[src/rtl/trdb_reg_mc.sv]
// Trace debugger register file: control/status, range comparators and a software dump FIFO.
// Optional build macro TRDB_STICKY_STATUS_EN makes the overflow STATUS bits sticky (W1C).
module trdb_reg_mc #(
  parameter int unsigned APB_ADDR_WIDTH = 12,
  parameter int unsigned NUM_RANGES     = 4,
  parameter int unsigned SW_FIFO_DEPTH  = 4,
  parameter int unsigned XLEN           = 32
) (
  input  logic                       clk_i,
  input  logic                       rst_ni,
  input  logic                       per_valid_i,
  input  logic                       per_we_i,
  input  logic [APB_ADDR_WIDTH-1:0]  per_addr_i,
  input  logic [31:0]                per_wdata_i,
  output logic                       per_ready_o,
  output logic [31:0]                per_rdata_o,
  output logic                       trace_enable_o,
  output logic                       trace_activated_o,
  output logic                       trace_full_addr_o,
  output logic                       trace_implicit_ret_o,
  output logic                       clear_fifo_o,
  output logic                       flush_stream_o,
  input  logic                       flush_confirm_i,
  input  logic                       trace_req_deactivate_i,
  output logic [NUM_RANGES-1:0]      range_en_o,
  output logic [NUM_RANGES*XLEN-1:0] lower_addr_o,
  output logic [NUM_RANGES*XLEN-1:0] higher_addr_o,
  input  logic                       trace_qualified_i,
  input  logic                       trace_priv_match_i,
  input  logic                       trace_fifo_overflow_i,
  input  logic                       external_fifo_overflow_i,
  input  logic [NUM_RANGES-1:0]      range_match_i,
  output logic [31:0]                sw_word_o,
  output logic                       sw_valid_o,
  input  logic                       sw_grant_i,
  output logic                       tu_req_o
);

  localparam int unsigned PtrW = $clog2(SW_FIFO_DEPTH);
  localparam int unsigned CntW = PtrW + 1;

  typedef logic [APB_ADDR_WIDTH-1:0] addr_t;
  localparam addr_t AddrCtrl    = addr_t'(32'h00);
  localparam addr_t AddrStatus  = addr_t'(32'h04);
  localparam addr_t AddrRangeEn = addr_t'(32'h08);
  localparam addr_t AddrDump    = addr_t'(32'h0C);
  localparam addr_t AddrDumpT   = addr_t'(32'h10);
  localparam addr_t AddrSwfifo  = addr_t'(32'h14);

  function automatic addr_t range_addr(input int unsigned idx, input logic hi);
    return addr_t'(32'h20 + 8 * idx + (hi ? 32'd4 : 32'd0));
  endfunction

  logic enable_q, activated_q, clear_q, flush_q, full_addr_q, impl_ret_q;
  logic [NUM_RANGES-1:0] range_en_q;
  logic [XLEN-1:0]       lower_q  [NUM_RANGES];
  logic [XLEN-1:0]       higher_q [NUM_RANGES];

  logic [31:0]     fifo_q [SW_FIFO_DEPTH];
  logic [PtrW-1:0] wr_ptr_q, rd_ptr_q;
  logic [CntW-1:0] cnt_q;

  logic qual_q, priv_q, ovf_q, ext_ovf_q, ovf_d, ext_ovf_d;
  logic [NUM_RANGES-1:0] rm_q;

  logic wr_en, ctrl_we, dump_req, fifo_full, fifo_empty, pop, stall, push;

  always_comb begin
    wr_en      = per_valid_i & per_we_i;
    ctrl_we    = wr_en & (per_addr_i == AddrCtrl);
    dump_req   = wr_en & ((per_addr_i == AddrDump) | (per_addr_i == AddrDumpT));
    fifo_full  = (cnt_q == CntW'(SW_FIFO_DEPTH));
    fifo_empty = (cnt_q == '0);
    pop        = ~fifo_empty & sw_grant_i;
    // A pop in the same cycle frees the slot, so a full FIFO only stalls without a grant.
    stall      = dump_req & enable_q & fifo_full & ~pop;
    push       = dump_req & enable_q & ~stall;
  end

  assign per_ready_o = ~stall;
  assign tu_req_o    = push & (per_addr_i == AddrDumpT);
  assign sw_valid_o  = ~fifo_empty;
  assign sw_word_o   = fifo_q[rd_ptr_q];

`ifdef TRDB_STICKY_STATUS_EN
  logic status_we;
  assign status_we = wr_en & (per_addr_i == AddrStatus);
  assign ovf_d     = trace_fifo_overflow_i | (ovf_q & ~(status_we & per_wdata_i[3]));
  assign ext_ovf_d = external_fifo_overflow_i | (ext_ovf_q & ~(status_we & per_wdata_i[4]));
`else
  assign ovf_d     = trace_fifo_overflow_i;
  assign ext_ovf_d = external_fifo_overflow_i;
`endif

  always_ff @(posedge clk_i or negedge rst_ni) begin
    if (!rst_ni) begin
      enable_q    <= 1'b0;
      activated_q <= 1'b0;
      clear_q     <= 1'b0;
      flush_q     <= 1'b0;
      full_addr_q <= 1'b0;
      impl_ret_q  <= 1'b0;
      range_en_q  <= '0;
      for (int i = 0; i < NUM_RANGES; i++) begin
        lower_q[i]  <= '0;
        higher_q[i] <= '0;
      end
      qual_q    <= 1'b0;
      priv_q    <= 1'b0;
      ovf_q     <= 1'b0;
      ext_ovf_q <= 1'b0;
      rm_q      <= '0;
    end else begin
      clear_q <= ctrl_we & per_wdata_i[2];
      if (ctrl_we) begin
        enable_q    <= per_wdata_i[0];
        full_addr_q <= per_wdata_i[4];
        impl_ret_q  <= per_wdata_i[5];
      end
      // Handshakes override only their own bit of a concurrent CTRL write.
      if (trace_req_deactivate_i) activated_q <= 1'b0;
      else if (ctrl_we)           activated_q <= per_wdata_i[1];
      if (flush_confirm_i)        flush_q     <= 1'b0;
      else if (ctrl_we)           flush_q     <= per_wdata_i[3];
      if (wr_en && per_addr_i == AddrRangeEn) range_en_q <= per_wdata_i[NUM_RANGES-1:0];
      for (int i = 0; i < NUM_RANGES; i++) begin
        if (wr_en && per_addr_i == range_addr(i, 1'b0)) lower_q[i]  <= XLEN'(per_wdata_i);
        if (wr_en && per_addr_i == range_addr(i, 1'b1)) higher_q[i] <= XLEN'(per_wdata_i);
      end
      qual_q    <= trace_qualified_i;
      priv_q    <= trace_priv_match_i;
      ovf_q     <= ovf_d;
      ext_ovf_q <= ext_ovf_d;
      rm_q      <= range_match_i;
    end
  end

  always_ff @(posedge clk_i or negedge rst_ni) begin
    if (!rst_ni) begin
      wr_ptr_q <= '0;
      rd_ptr_q <= '0;
      cnt_q    <= '0;
      for (int i = 0; i < SW_FIFO_DEPTH; i++) fifo_q[i] <= '0;
    end else if (clear_q) begin
      // Clearing empties the FIFO; a push in the same cycle lands in the emptied FIFO.
      rd_ptr_q <= '0;
      wr_ptr_q <= PtrW'(push);
      cnt_q    <= CntW'(push);
      if (push) fifo_q[0] <= per_wdata_i;
    end else begin
      if (push) begin
        fifo_q[wr_ptr_q] <= per_wdata_i;
        wr_ptr_q         <= wr_ptr_q + PtrW'(1);
      end
      if (pop) rd_ptr_q <= rd_ptr_q + PtrW'(1);
      cnt_q <= cnt_q + CntW'(push) - CntW'(pop);
    end
  end

  always_comb begin
    lower_addr_o  = '0;
    higher_addr_o = '0;
    for (int i = 0; i < NUM_RANGES; i++) begin
      lower_addr_o[i*XLEN +: XLEN]  = lower_q[i];
      higher_addr_o[i*XLEN +: XLEN] = higher_q[i];
    end
  end

  assign trace_enable_o       = enable_q;
  assign trace_activated_o    = activated_q;
  assign trace_full_addr_o    = full_addr_q;
  assign trace_implicit_ret_o = impl_ret_q;
  assign clear_fifo_o         = clear_q;
  assign flush_stream_o       = flush_q;
  assign range_en_o           = range_en_q;

  always_comb begin
    per_rdata_o = '0;
    case (per_addr_i)
      AddrCtrl: per_rdata_o[5:0] = {impl_ret_q, full_addr_q, flush_q, clear_q, activated_q,
                                    enable_q};
      AddrStatus: begin
        per_rdata_o[4:0]             = {ext_ovf_q, ovf_q, |rm_q, priv_q, qual_q};
        per_rdata_o[8+:NUM_RANGES]   = rm_q;
      end
      AddrRangeEn: per_rdata_o[NUM_RANGES-1:0] = range_en_q;
      AddrSwfifo: begin
        per_rdata_o[4:0] = 5'(cnt_q);
        per_rdata_o[8]   = fifo_full;
        per_rdata_o[9]   = fifo_empty;
      end
      default: ;
    endcase
    for (int i = 0; i < NUM_RANGES; i++) begin
      if (per_addr_i == range_addr(i, 1'b0)) per_rdata_o = 32'(lower_q[i]);
      if (per_addr_i == range_addr(i, 1'b1)) per_rdata_o = 32'(higher_q[i]);
    end
  end

endmodule

[config.mk]
export PLATFORM = sky130hd
export DESIGN_NAME = trdb_reg_mc
export DESIGN_NICKNAME = d
export VERILOG_FILES = /design/src/rtl/trdb_reg_mc.sv
export SDC_FILE = /design/constraint.sdc
export NUM_CORES = 1
export LEC_CHECK = 0
export ABC_AREA = 1
export BUFFER_PORTS_ARGS = -buffer_cell sky130_fd_sc_hd__buf_2
export CAP_MARGIN = 10
export CORE_ASPECT_RATIO = 0.6
export CORE_MARGIN = 2
export CORE_UTILIZATION = 35
export DETAILED_ROUTE_END_ITERATION = 12
export HOLD_SLACK_MARGIN = 0.05
export PLACE_DENSITY_LB_ADDON = 0.12
export SETUP_SLACK_MARGIN = 0.05
export SYNTH_ARGS = -nofsm -noshare
export SYNTH_HDL_FRONTEND = slang
export SYNTH_SLANG_ARGS = --single-unit
[constraint.sdc]
create_clock -name clk_i -period 3.23 [get_ports clk_i]
set_input_delay 0.646 -clock clk_i [delete_from_list [all_inputs] [get_ports clk_i]]
set_output_delay 0.646 -clock clk_i [all_outputs]
set_load 0.1 [all_outputs]
**Word-level counts from Yosys, hierarchy flattened**

Index checks and enable logic that the tools add are counted.

- Logic and storage cells: 114
- Bits in registers: 409
- Input bits: 59

- Mux-type cells: 31
- Bitwise logic cells: 17
- Reduce and logical (&&, ||, !) cells: 18
- Add/sub/neg operators: 4
- Equal/unequal tests: 14
- Order comparisons: 3

Operator list:

| cell | count |
|---|---|
| $mux 32 | 13 |
| $bwmux 128 | 1 |
| $mux 128 | 1 |
| $eq 12x6->1 const B | 8 |
| $bmux 32 s2 | 1 |
| $demux 32 s2 | 1 |
| $eq 12x4->1 const B | 2 |
| $eq 12x5->1 const B | 2 |
| $pmux 4 s4 | 1 |
| $eq 12x3->1 const B | 1 |
| $logic_not 12->1 | 1 |
| $and 1x1->1 | 10 |
| $logic_and 1x1->1 | 10 |
| $mux 2 | 5 |
| $reduce_bool 2->1 | 4 |
| $ge 3x3->1 const B | 2 |
| $not 2->3 | 2 |
| $mux 1 | 5 |
| $add 2x1->2 const B | 2 |
| $not 1->1 | 4 |
| $pmux 2 s2 | 1 |
| $reduce_or 4->1 | 1 |
| $add 3x1->3 | 1 |
| $eq 3x3->1 const B | 1 |
| other kinds (7) | 7 |

**Depth between registers and ports, before layout**

- Depth after elaboration: 11
- Gate-level depth with buffers: 18

**Least setup slack after synthesis**

No wires, ideal clock.

- Kind: input -> output
- From: input per_addr_i[9]
- To: output per_rdata_o[17]
- Arrival: 3.415 ns
- Setup slack: -0.831 ns
- Buffers on the path: 1
- Stages on the path: 14
- Path through: nor2_1 nand2_1 nor2_1 nand2_1 clkbuf_1 nand3_1 o21ai_0 nand2_1 o21ai_0 nand2_1 nand2_1 nand2_1 nand2_1 a21oi_1

- Longest elaborated chain between the ends: 9

RTL lines:

| what | RTL line | RTL |
|---|---|---|
| start, declared | 13 | `input logic [APB_ADDR_WIDTH-1:0] per_addr_i,` |
| $eq 12x6->1 | 195 | `if (per_addr_i == range_addr(i, 1'b0)) per_rdata_o = 32'(lower_q[i]);` |
| $mux 32 | 195 |  |
| $mux 32 | 196 | `if (per_addr_i == range_addr(i, 1'b1)) per_rdata_o = 32'(higher_q[i]);` |
| $mux 32 | 195 |  |
| $mux 32 | 196 |  |
| $mux 32 | 195 |  |
| $mux 32 | 196 |  |
| $mux 32 | 195 |  |
| $mux 32 * | 196 |  |
| end, declared | 16 | `output logic [31:0] per_rdata_o,` |

Every way passes the cells marked *; elsewhere a longest branch is shown, timed or not.

**Worst setup path in the final report**

- From: input per_addr_i[2]
- To: output per_rdata_o[8]

- Longest elaborated chain between the ends: 10

RTL lines:

| what | RTL line | RTL |
|---|---|---|
| $eq 12x5->1 / $eq 12x3->1 (equally long branches) | 179 | `case (per_addr_i)` |
| $pmux 2 s2 | 179 |  |
| $mux 32 | 195 |  |
| $mux 32 | 196 |  |
| $mux 32 | 195 |  |
| $mux 32 | 196 |  |
| $mux 32 | 195 |  |
| $mux 32 | 196 |  |
| $mux 32 | 195 |  |
| $mux 32 * | 196 |  |

Marked as above.

==> reports/results.ini <==
[outcome]
status=complete, but fails checks
violations=negative setup slack

[worst_setup_path]
cp_num_buf_inv=5
cp_num_cells=13
critPathKind=in2out
reg2reg_from=cnt_q[0]$_DFF_PN0_
cp-end-kind=primary output
cp-endpoint=per_rdata_o[8]
startpoint=per_addr_i[2]
critPathMaxStageDelay_ns=0.32
critical_path.cell_chain=buf_2 -> nor2_2 -> nand2_2 -> nor2_4 -> buf_4 -> nand2_4 -> bufbuf_16 -> o21ai_1 -> o21bai_4 -> buf_4 -> a31o_2 -> nand2_2 -> buf_12
r2r-end=cnt_q[2]$_DFF_PN0_
r2r_cells=10
start_kind=input pin
critical-path-top-delay-family=buffers and inverters
worstPathMaxFanout=20
cp.arrival_ns=2.65
cpMaxStageDelayCell=bufbuf_16
cp_data_required_time_ns=2.58
r2r_slack_ns=0.78

[sta]
rsz0062_at_grt=yes
finalWorstSetupSlack_ns=-0.06458
max_slew.worst_pin.slew_ns=0.8172
max_freq_ghz=0.3035
setup_violations=27
fin_crit_ns=3.295
finClkSkew_ns=0.01503
finalHoldViolations=0
holdWs_ns=0.08188
slew_headroom_pct=45.46
period_share_pct=102.0
slew_viol_final=0

[run]
cap_violations=0

[logic_synthesis]
synth.avg_cell_area_um2=8.113
synth_cells=2285
ys_seq_area_share_pct=55.21
synth_warnings=0
synth-main-ff-cell=dfrtp_1
syn-cell-area_mm2=0.01854
async_flop_share_pct=100.0
synth-seq-cells=409
synth_edf_count=0
synth_cell_type_count=35
synth_nets=2351

[floorplan]
initial_core_util_pct=35.34
ios=392
core_area_mm2=0.05246
die_y_um=182.3
die_w_um=301.1
die-area_mm2=0.05488
num_rows=65

[detailed_routing]
routed_wl_mm=71.47
drt_iter0_markers=1350
drcViolationCount=0
wl_per_cell_um=20.77
vias_per_cell=5.080
final_antenna_net_count=0
drtPass1Iterations=6
via_count=17480

[clock_tree]
cts_root_buf=clkbuf_16
numCtsBuffers=43
clock-sinks=409
clk_pin_slew_ns=0.06
clock_latency_ns=0.56
cts_hold_buf=0
h-tree-depth=2
cts_tree=done
clk_path_buf_depth=3

[grt]
grt_pass1_vias=17190
grt_usage_pct=25.82
antenna_found_initial=0
gr-total-overflow=0
grt_pass1_wl_mm=107.4
grt_max_degree=78

[power]
power.leakage_uw=0.01310
ir_worst_vdd_mv=1.216
p_per_area_mw_per_mm2=580.3

[placed_design]
dp_cells=3342
io_buffers=391
gp_congestion=0.8814
pre_cts_ws_ns=-0.3291
hpwl_mm=50.26

[final_layout]
nNetsFinal=2772
utilization_pct=47.82
fin_cells=3441
syn_to_final_growth_pct=35.31
drive_above_1_share_pct=29.16

[worst_hold_path]
hold_class=in2async

-- power by group --
part           internal, uW  switching, uW
clock network          2900           2100
registers              5170           41.8
logic                   802           3530
total                  8880           5680
-- layout by cell type (no fill, tap or decap), types with 15 or more instances in the layout --
cell and n:
nand3_2 16, or2_2 19, buf_4 97, o22ai_1 33, nand2_1 666, inv_1 123
buf_6 22, clkbuf_1 17, buf_2 341, dfrtp_1 408, nand2_4 19, nor2_4 15
o21ai_0 402, o21ai_1 131, clkbuf_16 45, nor2_1 85, buf_12 68, o21ai_2 16
o211ai_1 19, nand2_2 72, nand3_1 27
-- layout make-up --
cell class                 count  area, um^2
antenna                        1       2.502
clock buffer                  71        1303
clock inverter                 5       90.09
fill                        5063       27370
inverter                     140       543.0
multi-input combinational   1573        7802
sequential                   409       10240
tap                          703       879.6
timing repair buffer         539        4227
-- worst min-delay path by stage --
stage / to / slack (ns)
detailed placement: fifo_q[47]$_DFFE_PN0P_ / 0.47
finish: flush_stream_o$_DFFE_PN0P_ / 0.08
global placement: fifo_q[74]$_DFFE_PN0P_ / 0.47
global route: priv_q$_DFF_PN0_ / 0.11
CTS: flush_stream_o$_DFFE_PN0P_ / 0.11
floorplan: clear_fifo_o$_DFF_PN0_ / 0.35
-- synthesized netlist by cell type, types with 3 or more instances --
master | number | area (um^2)
nand2_1 | 752 | 2823
o21ai_0 | 441 | 2207
dfrtp_1 | 409 | 10230
clkbuf_1 | 134 | 503.0
inv_1 | 134 | 503.0
o21ai_1 | 110 | 550.5
nor2_1 | 100 | 375.4
nand3_1 | 43 | 215.2
o22ai_1 | 33 | 206.5
o211ai_1 | 19 | 142.6
or2_2 | 19 | 118.9
a21oi_1 | 14 | 70.07
buf_4 | 14 | 105.1
buf_2 | 11 | 55.05
ha_1 | 6 | 75.07
buf_1 | 5 | 18.77
inv_2 | 4 | 15.01
nand3b_1 | 4 | 30.03
nand4_1 | 4 | 25.02
a211oi_1 | 3 | 22.52
nand2_4 | 3 | 33.78
nor2_4 | 3 | 33.78
o21bai_1 | 3 | 22.52
-- through the flow --
stage / TNS [ns] / power (uW) / cell area, um^2
floorplan: -0.2483 / 8314 / 18720
global placement: -8.261 / 9597 / 22760
detailed placement: -8.125 / 9616 / 22760
CTS: -0.2066 / 14680 / 24770
global route: -4.560 / 15110 / 25080
finish: -0.9643 / 14560 / 25080
-- registers in the layout, indices dropped and copies added, names as in the netlist, 2 cells and up --
signal         count
rm_q               4
fifo_q           128
wr_ptr_q           2
rd_ptr_q           2
higher_addr_o    128
cnt_q              3
lower_addr_o     128
range_en_o         4
-- kinds of logic after synthesis --
kind of cell	synth area share (%)
and+or+nand+nor	20.24
adders and majority gates	0.5130
xor gates and xnor gates	0.04725
DFF	55.21
buffers and inverters	6.513
AOI/OAI and AO/OA	17.47
-- timing repair --
action	in CTS	in global routing
buffers inserted	9	9
cloned	3	2
gates resized for setup	162	71
endpoints found under the setup margin	32	36
pin swaps	85	71
-- layer usage --
metal | global-route usage (%) | share of wire, %
met2 | 42.47 | 47
met4 | 9.313 | 3.7
met5 | 0 | 0
met1 | 34.74 | 43
met3 | 3.774 | 5.6
No activity file was read; power rests on OpenSTA's default activity.
